### config.mk
export PLATFORM = sky130hd
export DESIGN_NAME = mshr_tracker
export DESIGN_NICKNAME = d
export VERILOG_FILES = /design/src/rtl/mshr_tracker.sv
export SDC_FILE = /design/constraint.sdc
export NUM_CORES = 1
export LEC_CHECK = 0
export ABC_CLOCK_PERIOD_IN_PS = 2100
export BUFFER_PORTS_ARGS = -buffer_cell sky130_fd_sc_hd__buf_2
export CORE_MARGIN = 2
export CORE_UTILIZATION = 54
export DETAILED_ROUTE_END_ITERATION = 8
export GPL_TIMING_DRIVEN = 0
export PLACE_DENSITY = 0.76
export SETUP_SLACK_MARGIN = 0.02
export SYNTH_ARGS = -nofsm -noshare
export SYNTH_HDL_FRONTEND = slang
export SYNTH_SLANG_ARGS = --single-unit
export TNS_END_PERCENT = 20
### constraint.sdc
create_clock -name clk -period 2.1 [get_ports clk]
set_input_delay 0.105 -clock clk [delete_from_list [all_inputs] [get_ports clk]]
set_output_delay 0.105 -clock clk [all_outputs]
set_load 0.005 [all_outputs]
### src/rtl/mshr_tracker.sv
`timescale 1ns/1ps
`default_nettype none
// ============================================================================
// mshr_tracker : miss-status holding registers with per-entry latency countdown
// Rev 1.0
// ============================================================================
module mshr_tracker #(
  parameter int NUM_ENTRIES = 4,
  parameter int IDX_W       = 2
) (
  input  logic        clk,
  input  logic        resetb,
  input  logic        miss_valid,
  input  logic [26:0] miss_addr,
  input  logic [4:0]  miss_latency,
  input  logic [2:0]  miss_warp_ID,
  input  logic [1:0]  miss_scb_ID,
  input  logic [4:0]  miss_reg_addr,
  input  logic        miss_is_write,
  output logic        mshr_full,
  output logic        mshr_neg_feedback_valid,
  output logic [26:0] mshr_neg_feedback_addr,
  output logic        replay_valid,
  output logic [2:0]  replay_warp_ID,
  output logic [1:0]  replay_scb_ID,
  output logic [4:0]  replay_reg_addr,
  output logic        replay_is_write,
  output logic        overflow_err
);

  logic [NUM_ENTRIES-1:0] valid_q, valid_d;
  logic [26:0]            addr_q  [NUM_ENTRIES];
  logic [26:0]            addr_d  [NUM_ENTRIES];
  logic [2:0]             warp_q  [NUM_ENTRIES];
  logic [2:0]             warp_d  [NUM_ENTRIES];
  logic [1:0]             scb_q   [NUM_ENTRIES];
  logic [1:0]             scb_d   [NUM_ENTRIES];
  logic [4:0]             reg_q   [NUM_ENTRIES];
  logic [4:0]             reg_d   [NUM_ENTRIES];
  logic                   wr_q    [NUM_ENTRIES];
  logic                   wr_d    [NUM_ENTRIES];
  logic [4:0]             count_q [NUM_ENTRIES];
  logic [4:0]             count_d [NUM_ENTRIES];

  logic [NUM_ENTRIES-1:0] done;
  logic [IDX_W-1:0]       alloc_idx;
  logic [IDX_W-1:0]       retire_idx;
  logic                   retire_en;
  logic                   alloc_en;
  logic [4:0]             eff_lat;

  logic                   pulse_q, pulse_d;
  logic [26:0]            out_addr_q, out_addr_d;
  logic [2:0]             out_warp_q, out_warp_d;
  logic [1:0]             out_scb_q, out_scb_d;
  logic [4:0]             out_reg_q, out_reg_d;
  logic                   out_wr_q, out_wr_d;
  logic                   ovf_q, ovf_d;

  generate
    for (genvar g = 0; g < NUM_ENTRIES; g++) begin : g_done
      assign done[g] = valid_q[g] && (count_q[g] == 5'd0);
    end
  endgenerate

  assign mshr_full = &valid_q;
  assign alloc_en  = miss_valid && !mshr_full;
  // A zero latency would be done on its own allocation edge; clamp to one.
  assign eff_lat   = (miss_latency == 5'd0) ? 5'd1 : miss_latency;

  // Descending scan so the lowest matching index wins; both searches use
  // pre-edge state, so a retiring entry is never reallocated on that edge.
  always_comb begin
    alloc_idx  = '0;
    retire_idx = '0;
    retire_en  = 1'b0;
    for (int i = NUM_ENTRIES - 1; i >= 0; i--) begin
      if (!valid_q[i]) begin
        alloc_idx = IDX_W'(i);
      end
      if (done[i]) begin
        retire_idx = IDX_W'(i);
        retire_en  = 1'b1;
      end
    end
  end

  always_comb begin
    valid_d = valid_q;
    addr_d  = addr_q;
    warp_d  = warp_q;
    scb_d   = scb_q;
    reg_d   = reg_q;
    wr_d    = wr_q;
    count_d = count_q;
    for (int i = 0; i < NUM_ENTRIES; i++) begin
      if (valid_q[i] && (count_q[i] != 5'd0)) begin
        count_d[i] = count_q[i] - 5'd1;
      end
      if (retire_en && (retire_idx == IDX_W'(i))) begin
        valid_d[i] = 1'b0;
      end
      if (alloc_en && (alloc_idx == IDX_W'(i))) begin
        valid_d[i] = 1'b1;
        addr_d[i]  = miss_addr;
        warp_d[i]  = miss_warp_ID;
        scb_d[i]   = miss_scb_ID;
        reg_d[i]   = miss_reg_addr;
        wr_d[i]    = miss_is_write;
        count_d[i] = eff_lat;
      end
    end
  end

  always_comb begin
    pulse_d    = retire_en;
    out_addr_d = out_addr_q;
    out_warp_d = out_warp_q;
    out_scb_d  = out_scb_q;
    out_reg_d  = out_reg_q;
    out_wr_d   = out_wr_q;
    if (retire_en) begin
      out_addr_d = addr_q[retire_idx];
      out_warp_d = warp_q[retire_idx];
      out_scb_d  = scb_q[retire_idx];
      out_reg_d  = reg_q[retire_idx];
      out_wr_d   = wr_q[retire_idx];
    end
    ovf_d = ovf_q | (miss_valid & mshr_full);
  end

  always_ff @(posedge clk or negedge resetb) begin
    if (!resetb) begin
      valid_q <= '0;
      for (int i = 0; i < NUM_ENTRIES; i++) begin
        addr_q[i]  <= '0;
        warp_q[i]  <= '0;
        scb_q[i]   <= '0;
        reg_q[i]   <= '0;
        wr_q[i]    <= 1'b0;
        count_q[i] <= '0;
      end
    end else begin
      valid_q <= valid_d;
      addr_q  <= addr_d;
      warp_q  <= warp_d;
      scb_q   <= scb_d;
      reg_q   <= reg_d;
      wr_q    <= wr_d;
      count_q <= count_d;
    end
  end

  always_ff @(posedge clk or negedge resetb) begin
    if (!resetb) begin
      pulse_q    <= 1'b0;
      out_addr_q <= '0;
      out_warp_q <= '0;
      out_scb_q  <= '0;
      out_reg_q  <= '0;
      out_wr_q   <= 1'b0;
      ovf_q      <= 1'b0;
    end else begin
      pulse_q    <= pulse_d;
      out_addr_q <= out_addr_d;
      out_warp_q <= out_warp_d;
      out_scb_q  <= out_scb_d;
      out_reg_q  <= out_reg_d;
      out_wr_q   <= out_wr_d;
      ovf_q      <= ovf_d;
    end
  end

  assign mshr_neg_feedback_valid = pulse_q;
  assign mshr_neg_feedback_addr  = out_addr_q;
  assign replay_valid            = pulse_q;
  assign replay_warp_ID          = out_warp_q;
  assign replay_scb_ID           = out_scb_q;
  assign replay_reg_addr         = out_reg_q;
  assign replay_is_write         = out_wr_q;
  assign overflow_err            = ovf_q;

endmodule
`default_nettype wire
# [Word level (Yosys, flattened, before mapping)]
# Index checks and enable logic that the tools add are counted.
[classes] addsub=4 magnitude_cmp=1 n_eq_ne=6 mux=44 n_bitwise=3 n_reduce_logical=38
[ops] cell="$mux W5" n=11
[ops] cell="$bmux W27 S2" n=1
[ops] cell="$mux W27" n=2
[ops] cell="$logic_not A5 Y1" n=5
[ops] cell="$mux W2" n=10
[ops] cell="$reduce_bool A5 Y1" n=4
[ops] cell="$sub A5 B1 Y5 const B" n=4
[ops] cell="$logic_and A1 B1 Y1" n=17
[ops] cell="$reduce_bool A2 Y1" n=8
[ops] cell="$mux W1" n=14
[ops] cell="$bmux W5 S2" n=1
[ops] cell="$eq A2 B2 Y1 const B" n=4
[ops] cell="$bmux W3 S2" n=1
[ops] cell="$mux W3" n=2
[ops] cell="$bmux W2 S2" n=1
[ops] cell="$eq A2 B1 Y1 const B" n=2
[ops] cell="$logic_not A2 Y1" n=2
[ops] cell="$reduce_and A4 Y1" n=1
[ops] cell="$ge A3 B3 Y1 const B" n=1
[ops] cell="$not A2 Y3" n=1
[ops] cell="$bmux W1 S2" n=1
[ops] cell="$and A1 B1 Y1" n=1
[ops] cell="$logic_not A1 Y1" n=1
[ops] cell="$or A1 B1 Y1" n=1
[word_totals] reg_bits=216 out_inout_bits=42

# [Longest topological paths before layout]
# Gate-level depths: netlist (run 1).
[logic_depth] word_depth=10 mapped_depth=8

# [Worst setup path after synthesis (run 1)]
# No wires, ideal clock.
[synth_path] path_type="register to register" start="reg count_q[0] (netlist name)" end="reg count_q[4] (netlist name)" arrival_time_ps=1879 t_required_ps=1974 setup_slack_ps=95 path_stages_with_launch=7 n_path_buf=0 cell_sequence="dfrtp_1 > inv_1 > ha_1 > or4b_1 > nand2_1 > mux2_2 > a221o_1"
[synth_via] elab_chain_cells=3 word_cells_on_any_way=6 classes_between="1 x add/sub; 2 x mux; 3 x reduce/logical"
[synth_rtl] element="start, declared" line="42" rtl="logic [4:0] count_q [NUM_ENTRIES];"
[synth_rtl] element="start signal, assigned" line="150" rtl="count_q <= count_d;"
[synth_rtl] element="$sub A5 B1 Y5 or $reduce_bool A5 Y1 (tied branches)" line="98, 97"
[synth_rtl] element="$mux W5 or $logic_and A1 B1 Y1 (tied branches)" line="97" rtl="if (valid_q[i] && (count_q[i] != 5'd0)) begin"
[synth_rtl] element="$mux W5 or $reduce_bool A2 Y1 (tied branches)"
# Parallel ways exist; a longest one is shown, timed or not. The select of a mux whose other input is x is not followed.
# A chain may end at the register's enable or synchronous reset.

# [Worst setup path after layout (run 1)]
[layout_path] start="reg count_q[6] (netlist name)" end="reg out_scb_q[1] (netlist: replay_scb_ID[1])"
[layout_via] elab_chain_cells=9 word_cells_on_any_way=12 classes_between="9 x mux; 1 x bitwise; 2 x reduce/logical"
[layout_rtl] element="$logic_not A5 Y1 *" line="62" rtl="assign done[g] = valid_q[g] && (count_q[g] == 5'd0);"
[layout_rtl] element="$logic_and A1 B1 Y1 *" line="62"
[layout_rtl] element="$mux W2 (3 in a row)" line="81" rtl="if (done[i]) begin"
[layout_rtl] element="$not A2 Y3 (not written as such)" line="125" rtl="out_scb_d = scb_q[retire_idx];"
[layout_rtl] element="$bmux W2 S2" line="125"
[layout_rtl] element="$mux W2 (not written as such) (2 in a row)" line="125"
[layout_rtl] element="end signal, assigned" line="167" rtl="out_scb_q <= out_scb_d;"
[layout_rtl] element="end, declared" line="55" rtl="logic [1:0] out_scb_q, out_scb_d;"
# Every way passes the cells marked *; elsewhere a longest branch is shown, timed or not. The select of a mux whose other input is x is not followed.

==> summary.txt, run 1 <==
Drt
  – DR DRC count: 1
  – Total vias in the final route: just over 8000
  – 1st-pass router iterations: 9
  – Routed WL: between 20000 and 30000 um
  – Antenna-violating nets left: 0
  – Routed WL per cell: between 20 and 25 um
  – First DRT Iteration DRCs: 950
  – Vias/cell: approximately 6.2

Global route
  – Number of global-route vias before repair: roughly 8000
  – First-pass GRT wire length: between 40000 and 50000 um
  – Initial antenna violation count: 0
  – Largest net degree at the start of global routing: 91
  – Total GRT Usage: just under 30%
  – Overflow left after global routing: 0

Logic synthesis
  – Synth area leader: dfrtp_1
  – Synthesized net count: 928
  – Synth Cell Area: just under 10000 um2
  – Most common flop cell mapped by yosys: dfrtp_1
  – Top-area cell type share of the netlist area: 55.8%
  – Synth top area cells: dfrtp_1 (56%), nand2_1 (9.5%), mux2_2 (9.2%), a222oi_1 (3.9%), o221ai_1 (3.6%)
  – Number of flops mapped to enable cells by yosys: 0
  – Synth unique cells: between 40 and 50
  – Asr flop ratio synth: 100%
  – Gate Count Post-Synth: 874
  – Register area share after synthesis: between 50% and 60%
  – Synth warn: 0
  – Mean post-synth cell area: approximately 11 um2
  – Flops & latches, synth: between 200 and 250

Worst setup path
  – Slowest-stage cell, CP: dfrtp_1
  – Largest stage delay, worst path: about 400 ps
  – Crit path buffers/inverters: 4
  – Reg2reg path depth: 9
  – CP delay by family, top: buffers and inverters
  – Required time of the critical path: ~2500 ps
  – Critical-path cell list: inv_2 -> ha_4 -> nor4b_4 -> buf_4 -> a22oi_2 -> buf_8 -> buf_4 -> a222oi_1 -> a2bb2oi_1
  – FF-to-FF setup slack: -60 ps
  – CP Depth: 9
  – Crit path max fanout: 8
  – Last element of the critical path: replay_scb_ID[1]
  – FF-to-FF Start: count_q[6]
  – Reg-to-Reg End: replay_scb_ID[1]
  – CP dominant cell by count: buf_4
  – CP Class: register to register
  – CP endpoint kind: register
  – Startpoint Class: register
  – Critical Path Start: count_q[6]
  – WP data arrival: approximately 2600 ps

Clocking
  – Skew-Pair Late Insertion Delay: between 500 and 600 ps
  – H-Tree Depth: 1
  – Clock root cell: clkbuf_16
  – CTS tree: yes
  – Maximum buffer depth of the clock tree: 3
  – Clock Pin Slew Worst Setup and Hold Paths: roughly 60 ps
  – CTS Buf Count: 24
  – CTS Sinks: between 200 and 250

Pwr
  – Peak supply drop: about 0.93 mV
  – Int Pwr: between 10 and 15 mW
  – Sw Ratio: 36.4%
  – Comb pwr share: approximately two fifths
  – Leak: 5.63 nW
  – Pwr Density: 1670 nW/um2
  – NetSw: approximately 7.4 mW
  – Seq pwr share: 37.5%
  – Clock Power Share: 20.7%

Layout
  – Post-Layout Cell Count: roughly 1300
  – ANT cells: 0
  – Layout Nets: between 1000 and 1500
  – Area growth syn-to-layout: 25.7%
  – Share of layout cells above drive strength 1: 27.6%

STA
  – Worst clock skew: between 15 and 20 ps
  – Fmax: ~0.46 GHz
  – Final Setup Violations: 6
  – Endpoints failing hold: 0
  – Final hold slack: approximately 55 ps
  – Max-slew violation count: 0
  – Final period util: 103%
  – RSZ-0062 raised after global routing: true
  – Final worst slack: -62.2 ps
  – Fin crit period: 2160 ps
  – Slew HR: 53.1%
  – Worst-margin pin slew: 703 ps

Job
  – Max-cap violation count: 0

Die
  – Die Height: around 140 um
  – CORE AREA: 17400 um2
  – Initial Util: between 50% and 60%
  – Die X: 138 um
  – Row cnt: 48
  – I/O pin count: between 80 and 90
  – DIE AREA: between 15000 and 20000 um2

Outcome
  – Outcome: finished with violations
  – Failing checks: DRC, setup timing

Placed design
  – Hpwl dp: ~17000 um
  – PortBufs: 87
  – Placed cells: roughly 1200
  – Placer's final routability congestion estimate: between 0.8 and 0.9

Worst hold path
  – Hold crit path type: input pin to asynchronous set/reset pin
layout by cell type, fill, tap and decap left out, types with 6 or more instances in the layout:
cell,instances
buf_2,93
dlygate4sd3_1,44
mux2_2,79
dfrtp_1,216
buf_1,6
a21boi_0,38
nor2_1,11
a221o_1,8
o221ai_1,40
clkbuf_2,10
ha_1,6
o21ai_0,11
buf_6,7
a2bb2oi_1,38
clkbuf_16,25
buf_4,35
nand2_1,242
clkbuf_1,25
a222oi_1,38
buf_8,6
inv_1,8
timing repair:
item | CTS | global route
pin swaps | 8 | 13
cloned | 1 | 1
hold buffers | 44 | 0
resized for setup | 65 | 26
endpoints found under the hold margin | 293 | 0
setup buffers | 16 | 11
setup endpoints to repair | 102 | 129
synth_stat cells (3+ instances only):
library cell and count:
a21boi_0 38, a21o_1 5, a21oi_1 3, a221o_1 8, a222oi_1 38, a22oi_1 3
a2bb2oi_1 38, buf_1 6, buf_2 13, buf_4 3, buf_6 3, clkbuf_1 43
dfrtp_1 216, ha_1 8, inv_1 12, mux2_2 79, nand2_1 244, nor2_1 12
nor3_1 4, nor3b_1 3, nor4b_2 3, o21ai_0 11, o221ai_1 40, o22ai_1 4
xnor2_1 3
kinds of logic (layout without fill, tap and decap cells):
group           after synthesis  after routing  share of synthesized area, %
simple gates                289            289                          12.7
flops                       216            216                          55.8
fa+ha+maj                     8              8                          1.03
compound gates              195            195                          17.0
buf+inv                      80            284                          3.62
xor+xnor                      5              5                         0.452
mux                          81             81                          9.39
cell type report:
class                      instances  area, um2
tap                              225        282
clock inverter                    10        118
inverter                          12       45.0
multi-input combinational        578       4020
timing repair buffer             161       1190
clock buffer                      33        674
buffer                            68        440
sequential                       216       5410
fill                            1241       5240
sequential cells by signal, summed over array words and instances (netlist names), 5 cells and up:
register and cells:
scb_q 8, warp_q 12, addr_q 108, count_q 20
replay_reg_addr 5, reg_q 20, mshr_neg_feedback_addr 27
worst register-to-register path, cell delays in order, from the launching register on:
cell,delay (ps)
dfrtp_1,400
inv_2,90
ha_4,130
nor4b_4,250
buf_4,190
a22oi_2,100
buf_8,210
buf_4,170
a222oi_1,390
a2bb2oi_1,110
through the flow:
stage | power, mW | instance area (um2) | util, % | worst slack [ps] | TNS [ps]
6_report | 20.4 | 12200 | 69.9 | -62.2 | -169
5_1_grt | 21.5 | 12200 | 69.9 | -169 | -2750
4_1_cts | 20.0 | 12000 | 69.2 | -34.4 | -142
3_5_place_dp | 15.1 | 10500 | 60.1 | -505 | -24230
3_3_place_gp | 14.8 | 10400 | 59.7 | -2750 | -613640
2_1_floorplan | 12.6 | 9680 | - | 94.6 | 0
power by group through the flow:
stage	clock network (mW)	registers [mW]	logic, mW
2_1_floorplan	0	7.27	5.38
3_3_place_gp	0	7.51	7.26
3_5_place_dp	0	7.57	7.50
4_1_cts	4.26	7.57	8.18
5_1_grt	4.42	7.85	9.27
6_report	4.22	7.65	8.50
how the worst min path moves through the flow:
stage	start	endpoint	slack [ps]	depth (start not counted)
after CTS	resetb	addr_q[107]	60	2
after global routing	resetb	addr_q[107]	100	2
after detailed placement	resetb	replay_scb_ID[1]	10	1
after floorplan	resetb	addr_q[0]	-190	0
after global placement	miss_scb_ID[1]	scb_q[3]	340	3
final	resetb	warp_q[8]	60	2
routing by layer:
| metal | routed length [um] | global-route usage [%] | part of all wire (%) | vias up |
|---|---|---|---|---|
| li1 | - | - | - | 3546 |
| met1 | 11300 | 41.2 | 41 | 4072 |
| met2 | 13100 | 46.1 | 48 | 388 |
| met3 | 2030 | 4.17 | 7.4 | 80 |
| met4 | 1060 | 13.2 | 3.9 | 0 |
| met5 | 0 | 0 | 0 | - |
Note: power is estimated with default switching activity, not from simulation.
==> inputs of run 2 (changes only) <==
--- a/config.mk
+++ b/config.mk
@@ -8,10 +8,11 @@
 export ABC_CLOCK_PERIOD_IN_PS = 2100
 export BUFFER_PORTS_ARGS = -buffer_cell sky130_fd_sc_hd__buf_2
 export CORE_MARGIN = 2
-export CORE_UTILIZATION = 54
+export CORE_UTILIZATION = 55
+export CTS_BUF_LIST = sky130_fd_sc_hd__clkbuf_8
 export DETAILED_ROUTE_END_ITERATION = 8
 export GPL_TIMING_DRIVEN = 0
-export PLACE_DENSITY = 0.76
+export PLACE_DENSITY = 0.78
 export SETUP_SLACK_MARGIN = 0.02
 export SYNTH_ARGS = -nofsm -noshare
 export SYNTH_HDL_FRONTEND = slang
==> run 2 against run 1 <==
Net effect: the flow finishes with violations (setup timing); maximum frequency shrank 2.3%; final area grew 0.62%; first-iteration DRC count grew 8.7%; clock-buffer cell count grew 11; utilization grew 1.2 points; final cell count grew 1.7%; clock power shrank 14%; combinational power grew 2.8%; sequential share of layout area shrank 0.27 points; global-route usage is essentially flat; wire length grew 1.3%; critical path type unchanged; critical endpoint is now addr_q[77]; largest cell class unchanged; highest routed layer unchanged.
==> summary.txt, run 2 (synthesized netlist as in run 1, its figures left out) <==
Pwr
  – Pwr Total: 20.0 mW (was 20.4 mW)
  – Pwr Density: 1640 nW/um2 (was 1670 nW/um2)
  – Leak: 5.72 nW (was 5.63 nW)
  – Peak supply drop: 0.902 mV (was 0.932 mV)

Job
  – Max-cap violation count: 0 (unchanged)

Placed design
  – Placed cells: 1187 (was 1188)
  – Hpwl dp: 16800 um (was 16900 um)
  – Placer's final routability congestion estimate: 0.870 (was 0.845)
  – PortBufs: 87 (unchanged)

Worst setup path
  – CP delay by family, top: buffers and inverters (unchanged)
  – WP data arrival: 2690 ps (was 2550 ps)
  – FF-to-FF Start: valid_q[1] (was count_q[6])
  – Startpoint Class: register (unchanged)
  – FF-to-FF setup slack: -110 ps (was -60 ps)
  – Reg2reg path depth: 7 (was 9)
  – Largest stage delay, worst path: 510 ps (was 400 ps)
  – Crit path buffers/inverters: 4 (unchanged)
  – Slowest-stage cell, CP: clkbuf_1 (was dfrtp_1)
  – Required time of the critical path: 2580 ps (was 2480 ps)
  – Crit path max fanout: 10 (was 8)
  – Reg-to-Reg End: addr_q[77] (was replay_scb_ID[1])
  – Critical-path cell list: buf_2 -> inv_1 -> and3_1 -> clkbuf_1 -> clkbuf_1 -> nand2_1 -> nand2_1 (was inv_2 -> ha_4 -> nor4b_4 -> buf_4 -> a22oi_2 -> buf_8 -> buf_4 -> a222oi_1 -> a2bb2oi_1)
  – CP endpoint kind: register (unchanged)
  – CP Class: register to register (unchanged)

Drt
  – Routed WL per cell: 21.0 um (was 21.1 um)
  – Vias/cell: 6.13 (was 6.21)
  – Antenna-violating nets left: 0 (unchanged)
  – DR DRC count: 0 (was 1)
  – Routed WL: 27800 um (was 27500 um)
  – 1st-pass router iterations: 8 (was 9)
  – First DRT Iteration DRCs: 1033 (was 950)
  – Total vias in the final route: 8123 (was 8086)

STA
  – RSZ-0062 raised after global routing: true (unchanged)
  – Fin crit period: 2210 ps (was 2160 ps)
  – Endpoints failing hold: 0 (unchanged)
  – Fmax: 0.452 GHz (was 0.462 GHz)
  – Slew HR: 50.5% (was 53.1%)
  – Worst clock skew: 24.2 ps (was 16.1 ps)
  – Final worst slack: -114 ps (was -62.2 ps)
  – Worst-margin pin slew: 743 ps (was 703 ps)
  – Final Setup Violations: 20 (was 6)
  – Final period util: 105% (was 103%)
  – Max-slew violation count: 0 (unchanged)

Outcome
  – Failing checks: setup timing (was DRC, setup timing)
  – Outcome: finished with violations (unchanged)

Global route
  – Initial antenna violation count: 0 (unchanged)
  – Largest net degree at the start of global routing: 123 (was 91)
  – Total GRT Usage: 29.4% (was 29.5%)
  – First-pass GRT wire length: 42500 um (was 43000 um)
  – Number of global-route vias before repair: 8074 (was 7989)
  – Overflow left after global routing: 0 (unchanged)

Clocking
  – CTS Buf Count: 36 (was 24)
  – Clock Pin Slew Worst Setup and Hold Paths: 60 ps (about the same)
  – CTS tree: yes (unchanged)
  – Skew-Pair Late Insertion Delay: 550 ps (was 530 ps)
  – Maximum buffer depth of the clock tree: 3 (unchanged)
  – Clock root cell: clkbuf_8 (was clkbuf_16)
  – H-Tree Depth: 2 (was 1)
  – CTS Sinks: 216 (unchanged)

Die
  – DIE AREA: 18700 um2 (was 19000 um2)
  – Initial Util: 56.2% (was 55.6%)
  – Row cnt: 48 (unchanged)
  – CORE AREA: 17200 um2 (was 17400 um2)
  – Die X: 137 um (was 138 um)
  – I/O pin count: 88 (unchanged)
  – Die Height: 137 um (was 138 um)

Layout
  – Most flop-heavy register: addr_q (unchanged)
  – Layout Nets: 1130 (was 1115)
  – Leading cell type in the layout, fill and taps excluded: nand2_1 (unchanged)
  – ANT cells: 0 (unchanged)
  – Post-Layout Cell Count: 1325 (was 1303)
  – Most frequent cells in the layout: nand2_1 (243), dfrtp_1 (216), buf_2 (90) (was nand2_1 (242), dfrtp_1 (216), buf_2 (93))
  – Share of layout cells above drive strength 1: 28.7% (was 27.6%)
  – Finished Core Util: 71.1% (was 69.9%)
  – Max reg flops: 108 (unchanged)
  – Area growth syn-to-layout: 26.5% (was 25.7%)

Worst hold path
  – Min-delay src: miss_valid
  – Min-Delay Endpoint: overflow_err
  – Hold Path Stages: 3
  – Hold crit path type: input pin to register (was input pin to asynchronous set/reset pin)
[run 2: where the power goes]
part / switching (mW) / leakage, nW / total, mW / internal [mW]
registers: 1.41 / 2.58 / 7.67 / 6.26
clock network: 1.72 / 0.412 / 3.62 / 1.90
logic: 4.38 / 2.73 / 8.74 / 4.36
[run 2: how the worst max path moves through the flow]
stage                                  to   startpoint  slack, ps  depth (start not counted)
2_1_floorplan                  count_q[4]   count_q[0]         90                          6
3_3_place_gp                   addr_q[12]       resetb      -2780                          1
3_5_place_dp   mshr_neg_feedback_addr[15]  count_q[10]       -490                          8
4_1_cts        mshr_neg_feedback_addr[22]   count_q[6]        -10                          8
5_1_grt                        addr_q[77]   valid_q[1]       -190                          7
6_report                       addr_q[77]   valid_q[1]       -110                          7
[run 2: layout make-up]
class	count	area, um2
clock inverters	18	83.8
clock buffers	44	606
inverters	12	45.0
plain buffers	68	472
multi-input cells	578	4080
flip-flops and latches	216	5410
repair buffers	164	1280
well taps	225	282
fillers	1172	4990
[run 2: metal layers]
metal | vias to the layer above | track usage, % | part of all wire (%)
met5 | - | 0 | 0
met4 | 0 | 13.2 | 3.4
met3 | 86 | 5.41 | 9.4
met2 | 443 | 46.2 | 48
met1 | 4017 | 40.1 | 39
li1 | 3577 | - | -
[run 2: what timing repair did]
item                       in CTS  in global routing
pin swaps                      15                 38
hold buffers                   44                  0
hold endpoints to repair      261                  0
resized for setup              54                 58
gates cloned                    0                  5
setup buffers                   7                 20
setup endpoints to repair      86                106
[run 2: worst register-to-register path, stage by stage, from the launching register on]
cell,delay (ps)
dfrtp_1,390
buf_2,210
inv_1,210
and3_1,190
clkbuf_1,400
clkbuf_1,510
nand2_1,150
nand2_1,110
[run 2: metrics by stage]
step                hold slack (ps)  worst slack, ps  TNS [ps]  instance area [um2]
finish                          169             -114      -780                12200
CTS                             140            -14.0     -25.8                11800
global route                    186             -186     -3500                12200
global placement                345            -2780   -617560                10400
detailed placement              183             -489    -22540                10400
floorplan                      -191             94.6         0                 9680
==> inputs of run 3 (changes only) <==
--- a/config.mk
+++ b/config.mk
@@ -5,7 +5,6 @@
 export SDC_FILE = /design/constraint.sdc
 export NUM_CORES = 1
 export LEC_CHECK = 0
-export ABC_CLOCK_PERIOD_IN_PS = 2100
 export BUFFER_PORTS_ARGS = -buffer_cell sky130_fd_sc_hd__buf_2
 export CORE_MARGIN = 2
 export CORE_UTILIZATION = 55
@@ -14,6 +13,7 @@
 export GPL_TIMING_DRIVEN = 0
 export PLACE_DENSITY = 0.78
 export SETUP_SLACK_MARGIN = 0.02
+export SKIP_LAST_GASP = 1
 export SYNTH_ARGS = -nofsm -noshare
 export SYNTH_HDL_FRONTEND = slang
 export SYNTH_SLANG_ARGS = --single-unit
==> run 3 against run 2 <==
Net effect: the flow still finishes with violations (setup timing); via count up 0.50%; clock skew fell by 1.4 ps; first-iteration DRC count shrank 2.6%; clock power about the same; critical endpoint is now addr_q[79]; largest power group unchanged; die area unchanged; highest routed layer unchanged; setup slack better by 16 ps.
==> summary.txt, run 3 (synthesized netlist as in run 1, its figures left out) <==
Placed design
  – Placer's final routability congestion estimate: 0.870 (unchanged)
  – Hpwl dp: 16800 um (unchanged)
  – Placed cell area: 10400 um2 (unchanged)
  – Placed cells: 1187 (unchanged)
  – Post-Place Worst Slack: -489 ps (unchanged)
  – PortBufs: 87 (unchanged)

STA
  – RSZ-0062 raised after global routing: true (unchanged)
  – Final Setup Violations: 34 (was 20)
  – Worst clock skew: 22.9 ps (was 24.2 ps)
  – Final worst slack: -97.6 ps (was -114 ps)
  – Max-slew violation count: 0 (unchanged)
  – Final period util: 105% (about the same)
  – Fin crit period: 2200 ps (was 2210 ps)
  – Setup TNS: -1350 ps (was -780 ps)
  – Worst-margin pin slew: 835 ps (was 743 ps)
  – Slew HR: 44.3% (was 50.5%)
  – Endpoints failing hold: 0 (unchanged)
  – Final hold slack: 162 ps (was 169 ps)
  – Fmax: 0.455 GHz (was 0.452 GHz)

Clocking
  – CTS tree: yes (unchanged)
  – Clock root cell: clkbuf_8 (unchanged)
  – Maximum buffer depth of the clock tree: 3 (unchanged)
  – CTS Buf Count: 36 (unchanged)
  – CTS Sinks: 216 (unchanged)
  – H-Tree Depth: 2 (unchanged)
  – Clock Pin Slew Worst Setup and Hold Paths: 60 ps (about the same)
  – Skew-Pair Late Insertion Delay: 550 ps (about the same)

Layout
  – Final Instance Area: 12200 um2 (about the same)
  – Leading cell type in the layout, fill and taps excluded: nand2_1 (unchanged)
  – Filler cells: 1186 (was 1172)
  – Finished Core Util: 70.8% (was 71.1%)
  – Post-Layout Cell Count: 1324 (was 1325)
  – Most flop-heavy register: addr_q (unchanged)
  – Share of layout cells above drive strength 1: 28.9% (was 28.7%)
  – ANT cells: 0 (unchanged)
  – Area growth syn-to-layout: 26.0% (was 26.5%)
  – Layout Nets: 1129 (was 1130)
  – Area occupied by registers: 5410 um2 (unchanged)
  – Multi-input logic area: 4110 um2 (was 4080 um2)
  – Most frequent cells in the layout: nand2_1 (242), dfrtp_1 (216), buf_2 (92) (was nand2_1 (243), dfrtp_1 (216), buf_2 (90))
  – Max reg flops: 108 (unchanged)

Worst setup path
  – Required time of the critical path: 2590 ps (was 2580 ps)
  – WP data arrival: 2690 ps (about the same)
  – Crit path max fanout: 10 (unchanged)
  – Startpoint Class: register (unchanged)
  – CP Class: register to register (unchanged)
  – CP endpoint kind: register (unchanged)
  – Reg2reg path depth: 6 (was 7)

Die
  – Initial Util: 56.2% (unchanged)
  – Die X: 137 um (unchanged)
  – Row cnt: 48 (unchanged)
  – CORE AREA: 17200 um2 (unchanged)
  – I/O pin count: 88 (unchanged)
  – Die Height: 137 um (unchanged)
  – DIE AREA: 18700 um2 (unchanged)

Drt
  – Total vias in the final route: 8164 (was 8123)
  – 1st-pass router iterations: 7 (was 8)
  – Routed wl met3: 2470 um (was 2610 um)
  – Routed WL per cell: 21.1 um (was 21.0 um)
  – DR DRC count: 0 (unchanged)
  – WL met1: 11200 um (was 11000 um)
  – Routed WL: 27900 um (was 27800 um)
  – Vias/cell: 6.17 (was 6.13)
  – Met2 wire len: 13300 um (about the same)
  – Highest Signal Layer: met4 (unchanged)
  – Antenna-violating nets left: 0 (unchanged)
  – First DRT Iteration DRCs: 1006 (was 1033)

Global route
  – Number of global-route vias before repair: 8056 (was 8074)
  – Initial antenna violation count: 0 (unchanged)
  – First-pass GRT wire length: 42400 um (was 42500 um)
  – Overflow left after global routing: 0 (unchanged)
  – Largest net degree at the start of global routing: 123 (unchanged)
  – Total GRT Usage: 29.4% (about the same)

Pwr
  – Seq pwr share: 38.4% (was 38.3%)
  – Peak supply drop: 0.895 mV (was 0.902 mV)
  – Pwr Density: 1640 nW/um2 (about the same)
  – Pwr Total: 20.0 mW (about the same)
  – Leak: 5.68 nW (was 5.72 nW)
  – Clock Power Share: 18.1% (about the same)
  – Sw Ratio: 37.8% (was 37.5%)
  – Int Pwr: 12.5 mW (about the same)
  – NetSw: 7.56 mW (was 7.51 mW)
  – Comb pwr share: 43.5% (was 43.6%)

Job
  – Max-cap violation count: 0 (unchanged)

Worst hold path
  – Hold crit path type: input pin to asynchronous set/reset pin (was input pin to register)

Outcome
  – Failing checks: setup timing (unchanged)
  – Outcome: finished with violations (unchanged)
## run 3: final cells by class
cell class,count,share of cell area [%]
plain buffers,67,3.65
clock buffers,44,4.96
clock inverters,18,0.687
inverters,12,0.369
multi-input cells,578,33.7
flip-flops and latches,216,44.3
well taps,225,2.31
repair buffers,164,10.1
## run 3: worst paths after layout
check	slack, ps	from	to
setup / recovery	-100	valid_q[1]	addr_q[79]
hold / removal	160	resetb	replay_scb_ID[1]
setup reg to reg	-100	valid_q[1]	addr_q[79]
hold reg to reg	450	overflow_err	overflow_err
max in group asynchronous	910	resetb	addr_q[39]
min in group clk	190	miss_valid	overflow_err
## run 3: power groups by stage
stage,combinational [mW],clock (mW),sequential [mW]
2_1_floorplan,5.38,0,7.27
3_3_place_gp,7.24,0,7.50
3_5_place_dp,7.49,0,7.58
4_1_cts,7.87,3.65,7.58
5_1_grt,9.45,3.84,7.90
6_report,8.71,3.62,7.69
## run 3: what timing repair did
action                                  4_1_cts  5_1_grt
gates resized for setup                      45       59
pin swaps                                     7       22
setup buffers                                 7       22
endpoints found under the setup margin       86      114
hold endpoints to repair                    261        0
cloned                                        0        3
hold buffers                                 44        0
## run 3: critical path: stages (launching register included)
cell      delay, ps
dfrtp_1         350
buf_2           260
nand3b_1        310
clkbuf_1        550
clkbuf_1        460
nand2_1         120
nand2_1          90
## run 3: metal layers
layer	up-vias	global-route usage, %
li1	3578	-
met1	4053	40.1
met2	443	45.9
met3	90	5.70
met4	0	13.4
met5	-	0
